==> config.mk <==
export PLATFORM = sky130hd
export DESIGN_NAME = pif_led_ctl
export DESIGN_NICKNAME = d
export VERILOG_FILES = /design/src/rtl/pif_led_ctl_pkg.sv /design/src/rtl/pif_led_pwm.sv /design/src/rtl/pif_led_ctl.sv
export SDC_FILE = /design/constraint.sdc
export NUM_CORES = 1
export LEC_CHECK = 0
export CORE_MARGIN = 3
export CORE_UTILIZATION = 45
export DETAILED_ROUTE_END_ITERATION = 8
export PLACE_DENSITY = 0.67
export RECOVER_POWER = 50
export SYNTH_ARGS = -nofsm -noshare
export SYNTH_HDL_FRONTEND = slang
export SYNTH_SLANG_ARGS = --single-unit
export TNS_END_PERCENT = 5
==> constraint.sdc <==
create_clock -name xclk -period 2.7 [get_ports xclk]
set_clock_uncertainty 0.15 [all_clocks]
set_input_delay 0.81 -clock xclk [delete_from_list [all_inputs] [get_ports xclk]]
set_output_delay 0.81 -clock xclk [all_outputs]
set_load 0.005 [all_outputs]
==> src/rtl/pif_led_ctl_pkg.sv <==
// Shared definitions for the multi-channel LED pattern controller.
// Holds the LED mode encoding, the register select values and the
// address-width helper used by pif_led_ctl and pif_led_pwm.
package pif_led_ctl_pkg;

    // Per-channel pattern mode, stored in ctrl[1:0]
    typedef enum logic [1:0] {
        LED_MODE_OFF     = 2'd0,
        LED_MODE_ON      = 2'd1,
        LED_MODE_FLASH   = 2'd2,
        LED_MODE_BREATHE = 2'd3
    } led_mode_e;

    // Low address bit selects the register inside a channel
    localparam logic LED_SEL_CTRL = 1'b0;
    localparam logic LED_SEL_DUTY = 1'b1;

    // Implemented ctrl bits; anything above reads back as zero
    localparam int CTRL_BITS = 3;

    // ctrl register layout: [2] inv, [1:0] mode
    typedef struct packed {
        logic      inv;
        led_mode_e mode;
    } led_ctrl_t;

    // Channel field width; a single channel still gets one address bit
    function automatic int ch_bits(input int n);
        return (n > 1) ? $clog2(n) : 1;
    endfunction

endpackage

==> src/rtl/pif_led_pwm.sv <==
// One LED channel: picks the brightness level for the channel's mode and
// compares it against the shared PWM counter. The LED bit is registered,
// so it lags the counter value it was derived from by one cycle.
module pif_led_pwm
    import pif_led_ctl_pkg::*;
#(
    parameter int PWM_BITS = 8
) (
    input  logic                clk,
    input  logic                rst,
    input  led_mode_e           mode,
    input  logic                inv,
    input  logic [PWM_BITS-1:0] duty,
    input  logic [PWM_BITS-1:0] ramp,
    input  logic                flash_ph,
    input  logic [PWM_BITS-1:0] pwm_cnt,
    output logic                led
);

    localparam logic [PWM_BITS-1:0] LEVEL_MAX = '1;

    logic [PWM_BITS-1:0] level_p0;
    logic                lit_p0;

    // Brightness level for the current mode; full scale is treated as
    // always-lit so the LED never blinks dark at the counter wrap
    always_comb begin
        level_p0 = '0;
        case (mode)
            LED_MODE_OFF:     level_p0 = '0;
            LED_MODE_ON:      level_p0 = duty;
            LED_MODE_FLASH:   level_p0 = (flash_ph ^ inv) ? duty : '0;
            LED_MODE_BREATHE: level_p0 = inv ? ~ramp : ramp;
            default:          level_p0 = '0;
        endcase
        lit_p0 = (level_p0 == LEVEL_MAX) | (pwm_cnt < level_p0);
    end

    // stage p0 -> registered LED drive
    always_ff @(posedge clk) begin
        if (rst) begin
            led <= 1'b0;
        end else begin
            led <= lit_p0;
        end
    end

endmodule

==> src/rtl/pif_led_ctl.sv <==
// Multi-channel LED pattern controller (OFF / ON / FLASH / BREATHE per LED
// with PWM brightness). Holds the register file, the shared PWM counter,
// the flash and breathe prescalers and the shared breathe ramp; one
// pif_led_pwm per channel produces the LED bit.
// Build option: define PIF_LED_BREATHE_EN to build the breathe prescaler
// and ramp. Without it mode 3 drives the LED exactly like FLASH, while the
// ctrl register still stores and returns 3.
module pif_led_ctl
    import pif_led_ctl_pkg::*;
#(
    parameter int  NUM_CH      = 2,
    parameter int  PWM_BITS    = 8,
    parameter int  FLASH_DIV   = 6000000,
    parameter int  BREATHE_DIV = 23437,
    localparam int CH_BITS     = ch_bits(NUM_CH)
) (
    input  logic                xclk,
    input  logic                sys_rst,
    input  logic                wr_en,
    input  logic [CH_BITS:0]    wr_addr,
    input  logic [PWM_BITS-1:0] wr_data,
    input  logic [CH_BITS:0]    rd_addr,
    output logic [PWM_BITS-1:0] rd_data,
    output logic [NUM_CH-1:0]   led
);

    // Both prescalers share one counter width sized for the larger divider
    localparam int PRE_DIV_MAX = (FLASH_DIV > BREATHE_DIV) ? FLASH_DIV : BREATHE_DIV;
    localparam int PRE_W       = $clog2(PRE_DIV_MAX);

    led_ctrl_t           ctrl_q [NUM_CH];
    logic [PWM_BITS-1:0] duty_q [NUM_CH];

    logic [CH_BITS-1:0]  wr_ch;
    logic                wr_sel;
    logic [CH_BITS-1:0]  rd_ch;
    logic                rd_sel;
    logic [PWM_BITS-1:0] rd_mux;

    logic [PWM_BITS-1:0] pwm_cnt;
    logic [PRE_W-1:0]    fl_cnt;
    logic                flash_tick;
    logic                flash_ph;
    logic [PWM_BITS-1:0] ramp;

    assign {wr_ch, wr_sel} = wr_addr;
    assign {rd_ch, rd_sel} = rd_addr;

    // Register file; a channel field beyond NUM_CH matches nothing
    always_ff @(posedge xclk) begin
        if (sys_rst) begin
            for (int i = 0; i < NUM_CH; i++) begin
                ctrl_q[i] <= '0;
                duty_q[i] <= '1;
            end
        end else if (wr_en) begin
            for (int i = 0; i < NUM_CH; i++) begin
                if (wr_ch == CH_BITS'(i)) begin
                    if (wr_sel == LED_SEL_DUTY) begin
                        duty_q[i] <= wr_data;
                    end else begin
                        ctrl_q[i] <= led_ctrl_t'(wr_data[CTRL_BITS-1:0]);
                    end
                end
            end
        end
    end

    // Read mux; unmapped channels and unused ctrl bits read as zero
    always_comb begin
        rd_mux = '0;
        for (int i = 0; i < NUM_CH; i++) begin
            if (rd_ch == CH_BITS'(i)) begin
                rd_mux = (rd_sel == LED_SEL_DUTY) ? duty_q[i] : PWM_BITS'(ctrl_q[i]);
            end
        end
    end

    // stage p0 -> registered read data (one-cycle read latency)
    always_ff @(posedge xclk) begin
        if (sys_rst) begin
            rd_data <= '0;
        end else begin
            rd_data <= rd_mux;
        end
    end

    // Free-running PWM counter shared by every channel
    always_ff @(posedge xclk) begin
        if (sys_rst) begin
            pwm_cnt <= '0;
        end else begin
            pwm_cnt <= pwm_cnt + PWM_BITS'(1);
        end
    end

    assign flash_tick = (fl_cnt == PRE_W'(FLASH_DIV - 1));

    // Flash prescaler; the phase flips once per half-period
    always_ff @(posedge xclk) begin
        if (sys_rst) begin
            fl_cnt   <= '0;
            flash_ph <= 1'b0;
        end else begin
            fl_cnt <= flash_tick ? '0 : fl_cnt + PRE_W'(1);
            if (flash_tick) begin
                flash_ph <= ~flash_ph;
            end
        end
    end

`ifdef PIF_LED_BREATHE_EN
    localparam logic [PWM_BITS-1:0] RAMP_TOP_M1 = PWM_BITS'((2 ** PWM_BITS) - 2);

    logic [PRE_W-1:0] br_cnt;
    logic             br_tick;
    logic             ramp_dn;

    assign br_tick = (br_cnt == PRE_W'(BREATHE_DIV - 1));

    // Breathe prescaler and triangle ramp; direction flips on the step that
    // reaches an end so each end value is held for a single step
    always_ff @(posedge xclk) begin
        if (sys_rst) begin
            br_cnt  <= '0;
            ramp    <= '0;
            ramp_dn <= 1'b0;
        end else begin
            br_cnt <= br_tick ? '0 : br_cnt + PRE_W'(1);
            if (br_tick) begin
                if (!ramp_dn) begin
                    ramp <= ramp + PWM_BITS'(1);
                    if (ramp == RAMP_TOP_M1) begin
                        ramp_dn <= 1'b1;
                    end
                end else begin
                    ramp <= ramp - PWM_BITS'(1);
                    if (ramp == PWM_BITS'(1)) begin
                        ramp_dn <= 1'b0;
                    end
                end
            end
        end
    end
`else
    assign ramp = '0;
`endif

    for (genvar c = 0; c < NUM_CH; c++) begin : g_ch
        led_mode_e eff_mode;

`ifdef PIF_LED_BREATHE_EN
        assign eff_mode = ctrl_q[c].mode;
`else
        assign eff_mode = (ctrl_q[c].mode == LED_MODE_BREATHE) ? LED_MODE_FLASH
                                                               : ctrl_q[c].mode;
`endif

        pif_led_pwm #(
            .PWM_BITS (PWM_BITS)
        ) u_pwm (
            .clk      (xclk),
            .rst      (sys_rst),
            .mode     (eff_mode),
            .inv      (ctrl_q[c].inv),
            .duty     (duty_q[c]),
            .ramp     (ramp),
            .flash_ph (flash_ph),
            .pwm_cnt  (pwm_cnt),
            .led      (led[c])
        );
    end

endmodule

==> results of run 1 <==
==> registers in the layout, summed over array words and instances (netlist names) <==
name            count
rd_data             8
duty_q             16
pwm_cnt             8
fl_cnt             23
g_ch.u_pwm.led      2
ctrl_q              6
flash_ph            1
==> cell usage in the layout (no fill, tap or decap), drive strengths merged, types with 5 or more instances in the layout <==
cell	instances
and2	5
xor2	14
nand3	11
and4	5
mux2i	5
edfxtp	22
nor2	31
a21oi	20
nand2	24
ha	16
clkbuf	12
or3	16
nor2b	5
xnor2	6
clkdlybuf4s50	20
and3	5
o21bai	5
o21ai	7
nand4	15
dfxtp	42
==> synthesized netlist by cell type, types with 3 or more instances <==
library cell	count	area (sq um)
sky130_fd_sc_hd__or3_1	15	93.8
sky130_fd_sc_hd__clkbuf_1	5	18.8
sky130_fd_sc_hd__xnor2_1	6	52.6
sky130_fd_sc_hd__and3_1	4	25.0
sky130_fd_sc_hd__nand4_1	13	81.3
sky130_fd_sc_hd__mux4_2	3	67.6
sky130_fd_sc_hd__nand2b_1	4	25.0
sky130_fd_sc_hd__nand3_1	11	55.1
sky130_fd_sc_hd__a21oi_1	18	90.1
sky130_fd_sc_hd__dfxtp_1	42	841
sky130_fd_sc_hd__buf_6	3	33.8
sky130_fd_sc_hd__nor2b_1	5	31.3
sky130_fd_sc_hd__and4_1	4	35.0
sky130_fd_sc_hd__o21bai_1	4	30.0
sky130_fd_sc_hd__nand2_1	24	90.1
sky130_fd_sc_hd__inv_1	4	15.0
sky130_fd_sc_hd__o21ai_0	7	35.0
sky130_fd_sc_hd__edfxtp_1	22	661
sky130_fd_sc_hd__mux2i_1	5	50.1
sky130_fd_sc_hd__and2_1	5	31.3
sky130_fd_sc_hd__xor2_1	14	123
sky130_fd_sc_hd__o211ai_1	4	30.0
sky130_fd_sc_hd__ha_1	16	200
sky130_fd_sc_hd__nor2_1	31	116
==> power by group <==
group / switching [mW] / leakage [nW] / total [mW] / internal (mW)
clock: 0.377 / 0.0957 / 0.822 / 0.445
sequential: 0.0370 / 0.559 / 1.08 / 1.04
combinational: 0.0986 / 0.669 / 0.203 / 0.105
total: 0.513 / 1.32 / 2.11 / 1.59
==> final timing paths <==
| kind | slack (ns) | depth (start not counted) | startpoint | to |
|---|---|---|---|---|
| worst max-delay path | 0.22 | 4 | sys_rst | g_ch[1].u_pwm.led |
| worst min-delay path | 0.30 | 1 | fl_cnt[0] | fl_cnt[0] |
| worst max register to register | 0.37 | 8 | ctrl_q[0][2] | g_ch[0].u_pwm.led |
| worst min register to register | 0.30 | 1 | fl_cnt[0] | fl_cnt[0] |
==> layer usage <==
metal	routed length [um]	vias up	global-route usage (%)
li1	-	1125	-
met4	140	0	9.07
met1	3000	1032	24.5
met5	0	-	0
met3	278	12	2.98
met2	2600	54	25.6
==> final cells by class <==
cell class / count / share of cell area, %
tap: 77 / 2.72
inverter: 4 / 0.423
clock buffer: 10 / 3.88
clock inverter: 6 / 1.66
timing repair buffer: 30 / 7.83
multi-input combinational: 213 / 41.1
sequential: 64 / 42.3
==> logic make-up after synthesis <==
kind of cell / count (synthesis) / synth area share [%]
simple gates: 125 / 22.6
compound gates: 44 / 9.06
fa+ha+maj: 16 / 6.56
flops: 64 / 49.2
mux: 8 / 3.85
xor+xnor: 20 / 5.74
buf+inv: 16 / 3.03
==> through the flow <==
step           cell area [sq um]  power, mW  hold slack (ns)  setup WS (ns)
2_1_floorplan               3050       1.22            0.263          0.600
5_1_grt                     3550       2.20            0.333         0.0972
6_report                    3550       2.11            0.296          0.215
3_5_place_dp                3360       1.31            0.285         0.0903
3_3_place_gp                3360       1.30            0.272          0.158
4_1_cts                     3550       2.13            0.297          0.409
==> metrics.txt, run 1 <==
critical path start-end classification=input pin to flop; Main synth FF type=sky130_fd_sc_hd__dfxtp_1; critical path startpoint category=input pin; gr ovfl total=0; placed cell count=~390; Remaining DRCs=0; Crit path max-delay family=buffers and inverters; Port-buffer cells=24; worst ir drop on vdd=between 200 and 300 uV; RSZ-0062 raised after global routing=no; total wirelength of the detailed-routed design=6020 um; Area Growth Syn to Fin=16.1%; Worst Path Max Fanout=14; number of global-route vias before repair=approximately 2100; portion of the post-synthesis area used by sequential elements=between 40% and 50%; share of post-route cells with drive strength above 1=roughly a tenth; average via count per standard cell=between 5 and 6; critical path capture point type=flop; Register Area=between 1500 and 2000 sq um; area enclosed by the die boundary=7810 sq um; Filler Cell Count=approximately 590; Core Box Area=~6500 sq um; number of nets in the layout=roughly 350; chip width=a little under 90 um; overall via count from detail_route=around 2200; Synth Instances=around 290; worst slew margin relative to its limit=a little over a third; worst stage delay on the critical path=0.77 ns; final estimated routing congestion in global placement=between 0.7 and 0.8; combined area of all synthesized cells=3050 sq um; slowest stage cell on the critical path=sky130_fd_sc_hd__dlygate4sd3_1; vertical die dimension=88.4 um; share of async-settable or async-resettable flops after synthesis=0%; Buffers & Inverters on Critical Path=3; total global routing track utilization=between 10% and 20%; Inserted Diodes=0; standard-cell row count=29; clock sink count=64; CTS buffer count=9; initial antenna violation count=0; Least-Margin Pin Slew=0.974 ns; critical path data required time=about 2.7 ns; final hold violations=0; number of setup violations in the final report=0; clock tree from TritonCTS=yes; maximum number of pins on one net before global-route repair=24; average wire length per cell after detail routing=between 10 and 15 um; result of the run=complete, no violations; global-route wire length before repair=between 10000 and 15000 um; initial drt markers=about 110; hold buffers post-CTS=0; count of final max-slew check failures=0; Setup Fix Bufs, Post-CTS=0; footprint of the multi-input gates=roughly 1500 sq um; Synth cell types=39; final core area utilization=between 50% and 60%; number of max-cap violations=0; initial core utilization=47.3%; total number of H-tree levels=3; DR pass1 iterations=5; number of flip-flops and latches in the synthesized netlist=64; fmax=slightly above 400 MHz; number of nets with antenna violations after routing=0; share of the cycle needed by the critical path after routing=around 92%; reported leakage power=~1.3 nW; power per cell area=just under 600 nW/um^2; EDFF count, synth=22; Synth Area per Inst=10.4 sq um; insertion delay of the later-clocked pin in the worst-skew pair=about 0.33 ns; total negative setup slack=0 ns; type of the most critical hold path=flop to flop; Most Frequent Cell on Critical Path=sky130_fd_sc_hd__clkbuf_1; Post-CTS Resized=0; top-level port count=25; net count after synthesis=~320; Final Critical Period=around 2.5 ns; non-filler cells, final=404; clock buffer depth=2; clock root buffer master=sky130_fd_sc_hd__clkbuf_8; CP cell instances=dlygate4sd3_1 -> clkbuf_1 -> clkbuf_1 -> a21oi_1; CP arrival=around 2.5 ns; clk slew on worst S/H paths=roughly 0.070 ns; count of yosys warnings during synthesis=0; Detailed Place HPWL=4340 um
(Power assumes the default switching activity.)
==> run 2, diff against run 1 <==
--- a/config.mk
+++ b/config.mk
@@ -5,6 +5,7 @@
 export SDC_FILE = /design/constraint.sdc
 export NUM_CORES = 1
 export LEC_CHECK = 0
+export ABC_AREA = 1
 export CORE_MARGIN = 3
 export CORE_UTILIZATION = 45
 export DETAILED_ROUTE_END_ITERATION = 8
==> constraint.sdc (replaced) <==
create_clock -name xclk -period 2.9 [get_ports xclk]
set_clock_uncertainty 0.15 [all_clocks]
set_input_delay 0.87 -clock xclk [delete_from_list [all_inputs] [get_ports xclk]]
set_output_delay 0.87 -clock xclk [all_outputs]
set_load 0.005 [all_outputs]
==> metrics.txt, run 2 <==
number of setup violations in the final report=0; Worst Path Max Fanout=11; cell types occupying the most area after synthesis=sky130_fd_sc_hd__dfxtp_1, sky130_fd_sc_hd__edfxtp_1, sky130_fd_sc_hd__nand2_1, sky130_fd_sc_hd__inv_1, sky130_fd_sc_hd__nor2_1; final estimated routing congestion in global placement=around 0.89; Area Growth Syn to Fin=17.6%; reg2reg start=fl_cnt[0]; Synth Instances=391; critical path data required time=between 2 and 3 ns; Post-CTS Resized=0; RSZ-0062 raised after global routing=no; clock buffer depth=2; Synth Area per Inst=just over 8 sq um; total global routing track utilization=between 10% and 20%; fmax=approximately 430 MHz; leading post-synthesis cells by instance count=sky130_fd_sc_hd__nand2_1, sky130_fd_sc_hd__inv_1, sky130_fd_sc_hd__nor2_1; gr ovfl total=0; biggest regs=fl_cnt (23), duty_q (16); hold buffers post-CTS=0; total number of H-tree levels=3; largest area contributor in the netlist=sky130_fd_sc_hd__dfxtp_1; Hold EP=fl_cnt[0]; power per cell area=about 560 nW/um^2; overall via count from detail_route=2535; critical path startpoint category=input pin; CP arrival=between 2 and 2.5 ns; internal power=1.63 mW; count of final max-slew check failures=0; Remaining DRCs=0; number of flip-flops under the largest register name=23; CTS buffer count=9; Inserted Diodes=0; worst slew margin relative to its limit=roughly three fifths; Most flops, register=fl_cnt; average via count per standard cell=4.85; Main synth FF type=sky130_fd_sc_hd__dfxtp_1; maximum number of pins on one net before global-route repair=23; standard-cell row count=30; clock root buffer master=sky130_fd_sc_hd__clkbuf_8; Synth cell types=36; share of the cycle needed by the critical path after routing=between 70% and 80%; dpl cell area=approximately 3600 sq um; Setup Fix Bufs, Post-CTS=0; DR pass1 iterations=5; chip width=90.6 um; EDFF count, synth=22; total power=2.13 mW; number of nets in the layout=453; area enclosed by the die boundary=8220 sq um; worst ir drop on vdd=335 uV; average wire length per cell after detail routing=between 10 and 15 um; share of Yosys cell area claimed by the top area cell type=a little over a quarter; reported leakage power=roughly 1.6 nW; most common cell after layout, fill and taps aside=sky130_fd_sc_hd__nand2_1; Detailed Place HPWL=4850 um; net switching share of the total power=a little under a quarter; global-route wire length before repair=approximately 11000 um; share of async-settable or async-resettable flops after synthesis=0%; type of the most critical hold path=flop to flop; share of post-route cells with drive strength above 1=~8%; summed area of non-filler cells in the final layout=~3800 sq um; number of global-route vias before repair=approximately 2400; Core Box Area=6870 sq um; critical path capture point type=flop; setup slack of the most critical reg-to-reg path=a little under 0.9 ns; P_sw=roughly 500 uW; vertical die dimension=slightly above 90 um; number of nets with antenna violations after routing=0; initial core utilization=between 40% and 50%; number of cells traversed by the worst hold path=1; top-level port count=25; total negative setup slack=0 ns; clock sink count=64; result of the run=complete, no violations; combinational group share of total power=a little under a tenth; Final Critical Period=around 2.3 ns; initial antenna violation count=0; number of flip-flops and latches in the synthesized netlist=64; Port-buffer cells=24; share of total power in the clock network=a little over two fifths; dominant cell by count in the synthesized netlist=sky130_fd_sc_hd__nand2_1; Worst Reg2Reg Path Length in Cells=10; critical path start-end classification=input pin to flop; sequential cell fraction of total power=47.1%; initial drt markers=around 170; count of yosys warnings during synthesis=0; clock tree from TritonCTS=yes; worst reg2reg path endpoint=fl_cnt[15]; number of max-cap violations=0; combined area of all synthesized cells=3220 sq um; total wirelength of the detailed-routed design=around 6400 um; Least-Margin Pin Slew=approximately 0.61 ns; portion of the post-synthesis area used by sequential elements=between 40% and 50%; worst hold start=fl_cnt[0]; net count after synthesis=around 420; final hold violations=0; insertion delay of the later-clocked pin in the worst-skew pair=0.33 ns; commonest cells after routing, fill and taps aside=sky130_fd_sc_hd__nand2_1, sky130_fd_sc_hd__inv_1, sky130_fd_sc_hd__nor2_1; clk slew on worst S/H paths=0.07 ns
## run 2: kinds of logic (layout without fill, tap and decap cells)
logic type                 after synthesis  count (layout)  synth area share, %
buffers and inverters                   66             102                 8.38
adders and majority gates               16              16                 6.21
and+or+nand+nor                        184             184                 27.2
AOI/OAI and AO/OA                       48              48                 8.15
xor gates and xnor gates                13              13                 3.53
DFF                                     64              64                 46.6
## run 2: cell type report
type | count | area [sq um]
fillers | 640 | 3080
flip-flops and latches | 64 | 1500
multi-input cells | 261 | 1450
repair buffers | 28 | 259
inverters | 58 | 218
clock buffers | 9 | 124
clock inverters | 7 | 120
well taps | 96 | 120
## run 2: power groups by stage
stage	sequential, mW	clock [mW]	combinational [mW]
3_5_place_dp	1.02	0	0.202
6_report	1.00	0.928	0.199
4_1_cts	1.00	0.946	0.202
2_1_floorplan	1.01	0	0.132
3_3_place_gp	1.02	0	0.198
5_1_grt	1.01	0.994	0.234
## run 2: worst max-delay path: stages
cell                            delay, ns
sky130_fd_sc_hd__dlygate4sd3_1       0.55
sky130_fd_sc_hd__clkbuf_1            0.29
sky130_fd_sc_hd__nor3_1              0.26
sky130_fd_sc_hd__buf_4               0.19
sky130_fd_sc_hd__nand2_1             0.08
## run 2: how the worst max path moves through the flow
stage,slack [ns],start,end
floorplan,0.69,wr_en,duty_q[0][10]
global placement,0.51,sys_rst,fl_cnt[16]
detailed placement,0.42,sys_rst,fl_cnt[22]
CTS,0.71,rd_data[2],rd_data[2]
global route,0.42,sys_rst,duty_q[0][4]
finish,0.60,sys_rst,duty_q[0][3]
## run 2: metrics by stage
stage | setup slack (ns) | cells | utilization, % | hold slack (ns)
after floorplan | 0.690 | 391 | - | 0.267
after global placement | 0.509 | 507 | 51.9 | 0.281
after detailed placement | 0.425 | 507 | 51.9 | 0.296
after CTS | 0.707 | 523 | 55.4 | 0.308
after global routing | 0.416 | 523 | 55.2 | 0.336
final | 0.597 | 523 | 55.2 | 0.306
## run 2: routing by layer
metal	wire [um]	track usage, %	up-vias
li1	-	-	1329
met1	3190	24.9	1135
met2	2740	24.2	65
met3	387	4.00	6
met4	69	7.02	0
met5	0	0	-
